File: config.mk
export PLATFORM = sky130hd
export DESIGN_NAME = wb_queue
export DESIGN_NICKNAME = d
export VERILOG_FILES = /design/src/rtl/wb_queue.sv
export SDC_FILE = /design/constraint.sdc
export NUM_CORES = 1
export LEC_CHECK = 0
export BUFFER_PORTS_ARGS = -buffer_cell sky130_fd_sc_hd__buf_4
export CAP_MARGIN = 40
export CORE_ASPECT_RATIO = 1.25
export CORE_MARGIN = 3
export CORE_UTILIZATION = 50
export DETAILED_ROUTE_END_ITERATION = 10
export PLACE_DENSITY_LB_ADDON = 0.3
export SYNTH_ARGS = -nofsm -noshare
export SYNTH_HDL_FRONTEND = slang
export SYNTH_SLANG_ARGS = --single-unit
export TNS_END_PERCENT = 10
File: constraint.sdc
create_clock -name clk -period 3.6 [get_ports clk]
set_input_delay 0.54 -clock clk [delete_from_list [all_inputs] [get_ports clk]]
set_output_delay 0.54 -clock clk [all_outputs]
set_load 0.05 [all_outputs]
File: src/rtl/wb_queue.sv
// Write-back queue feeding the register file write port (regW/wrA/wrD).
// Buffers results, drains one per clock, and exposes a pending scoreboard plus read-port bypass.

module wb_byp #(
  parameter int DEPTH = 4
) (
  input  logic                   [4:0] ra,
  input  logic       [DEPTH-1:0]       age_vld,
  input  logic       [DEPTH-1:0][4:0]  age_addr,
  input  logic       [DEPTH-1:0][31:0] age_data,
  input  logic                         regW,
  input  logic                   [4:0] wrA,
  input  logic                  [31:0] wrD,
  output logic                         hit,
  output logic                  [31:0] data
);
  // Entries are age-ordered oldest first, so a later match overrides; the output stage is oldest of all.
  always_comb begin
    hit  = 1'b0;
    data = '0;
    if (ra != 5'd0) begin
      if (regW && (wrA == ra)) begin
        hit  = 1'b1;
        data = wrD;
      end
      for (int j = 0; j < DEPTH; j++) begin
        if (age_vld[j] && (age_addr[j] == ra)) begin
          hit  = 1'b1;
          data = age_data[j];
        end
      end
    end
  end
endmodule

module wb_queue #(
  parameter int DEPTH = 4,
  parameter int CW    = 3
) (
  input  logic          clk,
  input  logic          rst,
  input  logic          in_valid,
  output logic          in_ready,
  input  logic [4:0]    in_addr,
  input  logic [31:0]   in_data,
  input  logic          wb_hold,
  output logic          regW,
  output logic [4:0]    wrA,
  output logic [31:0]   wrD,
  input  logic [4:0]    r1A,
  input  logic [4:0]    r2A,
  output logic          byp1_hit,
  output logic [31:0]   byp1_data,
  output logic          byp2_hit,
  output logic [31:0]   byp2_data,
  output logic [31:0]   pending,
  output logic [CW-1:0] count
);
  localparam int AW = (DEPTH > 1) ? $clog2(DEPTH) : 1;

  typedef struct packed {
    logic [4:0]  addr;
    logic [31:0] data;
  } wb_ent_t;

  wb_ent_t       q [DEPTH];
  logic [AW-1:0] wptr, rptr;
  logic          push, pop;

  assign in_ready = ~rst & (count < CW'(DEPTH));
  // Writes to r0 are accepted but dropped so they never occupy a slot.
  assign push     = in_valid & in_ready & (in_addr != 5'd0);
  assign pop      = ~wb_hold & (count != '0);

  always_ff @(posedge clk or posedge rst) begin
    if (rst) begin
      wptr  <= '0;
      rptr  <= '0;
      count <= '0;
      regW  <= 1'b0;
      wrA   <= '0;
      wrD   <= '0;
    end else begin
      if (push) wptr <= wptr + 1'b1;
      if (pop) begin
        rptr <= rptr + 1'b1;
        regW <= 1'b1;
        wrA  <= q[rptr].addr;
        wrD  <= q[rptr].data;
      end else begin
        regW <= 1'b0;
      end
      count <= count + CW'(push) - CW'(pop);
    end
  end

  always_ff @(posedge clk) begin
    if (push) q[wptr] <= '{addr: in_addr, data: in_data};
  end

  logic [DEPTH-1:0]       age_vld;
  logic [DEPTH-1:0][4:0]  age_addr;
  logic [DEPTH-1:0][31:0] age_data;

  // Slot j in age order lives at rptr+j; valid while j is below the occupancy.
  for (genvar j = 0; j < DEPTH; j++) begin : g_age
    assign age_vld[j]  = CW'(j) < count;
    assign age_addr[j] = q[rptr + AW'(j)].addr;
    assign age_data[j] = q[rptr + AW'(j)].data;
  end

  always_comb begin
    pending = '0;
    for (int j = 0; j < DEPTH; j++) begin
      if (age_vld[j]) pending[age_addr[j]] = 1'b1;
    end
    if (regW) pending[wrA] = 1'b1;
    pending[0] = 1'b0;
  end

  logic [1:0][4:0]  byp_ra;
  logic [1:0]       byp_hit;
  logic [1:0][31:0] byp_data;

  assign byp_ra = {r2A, r1A};

  for (genvar p = 0; p < 2; p++) begin : g_byp
    wb_byp #(.DEPTH(DEPTH)) u_byp (
      .ra       (byp_ra[p]),
      .age_vld  (age_vld),
      .age_addr (age_addr),
      .age_data (age_data),
      .regW     (regW),
      .wrA      (wrA),
      .wrD      (wrD),
      .hit      (byp_hit[p]),
      .data     (byp_data[p])
    );
  end

  assign byp1_hit  = byp_hit[0];
  assign byp1_data = byp_data[0];
  assign byp2_hit  = byp_hit[1];
  assign byp2_data = byp_data[1];
endmodule

==> results.ini <==
[status]
status=finished, violations left
violations=negative setup slack

[global_routing]
antenna_found_initial=0
grt_overflow=0
grt_pass1_wl_um=76200
grt_pass1_vias=13200
grt_max_degree=120
grtUsageTotal_pct=31.2

[sta]
setup_ws_ns=-0.388
period_minus_slack_ns=3.99
tns_ns=-14.37
max_freq_mhz=251
slew_headroom_pct=44.4
setup_viol_count_final=66
skew_ns=0.00967
rsz0062_at_grt=true
hold_viol_final=0
finalCritPeriodShare_pct=111
tightestPinTransition_ns=0.834
finalMaxSlewViolations=0

[cells_and_area]
layout_commonest_cell=buf_4
syn_to_final_growth_pct=29.1
layout.cells.most_common_list=244 x buf_4, 152 x nand2_1, 148 x edfxtp_1
post_layout_nonfiller_instances=1933
final_area_um2=18900
nets=1589
drive_gt1_share_pct=41.5

[synthesis]
synthCells=1312
syn_area_per_cell_um2=11.1
syn-num-nets=1372
ys_types=64
synth_warnings=0
async_flop_share_pct=23.3
synth_edf_count=148
seq_area_frac_synth_pct=38.2
synth-seq-cells=193
synthesis.area_um2=14600
ys.flop_type=edfxtp_1

[drt]
num_vias=13600
dr.pass1.iters=7
drc=0
vias_per_cell=7.02
wl_per_cell_um=27.0
ant_nets=0
wl_um=52100
drt_iter0_markers=1831

[power_and_ir_drop]
netSwitchingFraction_pct=52.2
total_power_mw=18.1
p_clk_share_pct=9.4
power.switching_mw=9.43
combPwrFrac_pct=72.3
p_int_mw=8.65
power_leakage_nw=7.20
power_frac_seq_pct=18.3
power_density_nw_per_um2=959
ir_drop_mv=0.715

[worst_setup_path]
cp.required_ns=3.06
critPathKind=reg2out
cp_max_fo=22
cp_data_arrival_time_ns=3.45
rr_worst_depth=11
cp-end-kind=primary output
startpoint_type=register

[clocking]
clock-sinks=193
cts_hold_buf=0
htreeDepth=4
root_buffer=clkbuf_16
path_clk_slew_ns=0.07
clk_latency_ns=0.45
numCtsBuffers=17
clk_path_buf_depth=2
cts_tree=done

[floorplanning]
initial_core_util_pct=51.1
die_area_um2=31300
core_area_um2=28600
std_cell_rows=69
ios=191
die_w_um=159
chipHeight_um=197

[flow_run]
cap_violations=0

[placement]
port_buffers=189
routabilityCongestion=0.951
dpl.hpwl_um=32400
dp_cells=1854
place_area_um2=16900

[min_path]
hp-class=in2async

==> worst max-delay path: stages, from the launching register on <==
cell and delay (ns):
dfrtp_4 0.50, buf_12 0.16, buf_12 0.16, mux4_2 0.40
xor2_1 0.20, nor3_2 0.23, and4bb_4 0.34, buf_12 0.13
buf_16 0.14, a311oi_2 0.06, o31ai_1 0.38, buf_4 0.28
==> kinds of logic after synthesis <==
family	Yosys count	synth area share [%]
muxes	176	21.7
AOI/OAI and AO/OA	311	16.8
adders and majority gates	9	0.823
xor gates and xnor gates	54	3.24
other	1	0.0257
DFF	193	38.2
and+or+nand+nor	412	13.6
buffers and inverters	156	5.67
==> metrics by stage <==
step	util (%)	hold WS, ns	setup WS [ns]
floorplan	-	0.580	-0.241
global placement	58.9	0.522	0.0208
detailed placement	59.0	0.524	0.00204
CTS	64.0	0.184	-0.241
global route	66.0	0.197	-0.437
finish	66.0	0.171	-0.388
==> layer usage <==
metal	vias to the layer above	GRT usage, %	routed length (µm)
met3	232	6.59	5550
met2	1137	52.7	25400
met1	6573	38.2	18300
met4	0	16.3	2850
li1	5631	-	-
met5	-	0	0
==> flip-flops by register name, summed over array words and instances (netlist names) <==
register  cells
wrD          32
count         3
q           148
wptr          2
rptr          2
wrA           5
regW          1
==> synthesized netlist by cell type, types with 21 or more instances <==
library cell | instances | share of area, %
a221oi_1 | 29 | 1.7
a22oi_1 | 82 | 4.2
a311oi_1 | 21 | 1.3
a32oi_1 | 31 | 1.9
buf_2 | 47 | 1.6
clkbuf_1 | 45 | 1.2
dfrtp_1 | 45 | 7.7
edfxtp_1 | 148 | 30
inv_1 | 22 | 0.57
mux2_2 | 23 | 1.8
mux2i_1 | 43 | 2.9
mux4_2 | 110 | 17
nand2_1 | 154 | 4.0
nand3_1 | 41 | 1.4
nor2_1 | 93 | 2.4
o21ai_0 | 26 | 0.89
o31ai_1 | 53 | 2.7
or2_2 | 24 | 1.0
xnor2_1 | 27 | 1.6
xor2_1 | 27 | 1.6
==> path summary, 6_finish.rpt <==
| path | end | slack, ns | from |
|---|---|---|---|
| setup / recovery | byp1_data[17] | -0.39 | rptr[1] |
| hold / removal | count[0] | 0.17 | rst |
| setup reg to reg | count[2] | 0.83 | count[2] |
| hold reg to reg | wrD[14] | 0.56 | wrD[14] |
| max in group asynchronous | wrD[24] | 2.78 | rst |
| min in group clk | q[2][26] | 0.29 | in_data[26] |
==> what timing repair did <==
action,CTS,global route
setup buffers,34,8
gates resized for setup,98,84
endpoints found under the setup margin,67,88
pin swaps,36,23
hold endpoints to repair,0,0
cloned,4,2
==> power groups by stage <==
stage | Combinational (mW) | Sequential, mW | Clock (mW)
2_1_floorplan | 7.62 | 3.88 | 0
5_1_grt | 13.7 | 3.35 | 1.81
3_5_place_dp | 11.6 | 3.35 | 0
4_1_cts | 12.4 | 3.26 | 1.71
6_report | 13.1 | 3.31 | 1.70
3_3_place_gp | 11.4 | 3.33 | 0
==> area by class of cell <==
type	instances	area, µm²
Fill cell	2081	9730
Tap cell	390	488
Inverter	23	86.3
Sequential cell	193	5580
Antenna cell	1	2.50
Timing Repair Buffer	331	3270
Multi-Input combinational cell	963	8920
Clock inverter	9	61.3
Clock buffer	23	448
Power figures use the tool's default switching activity.
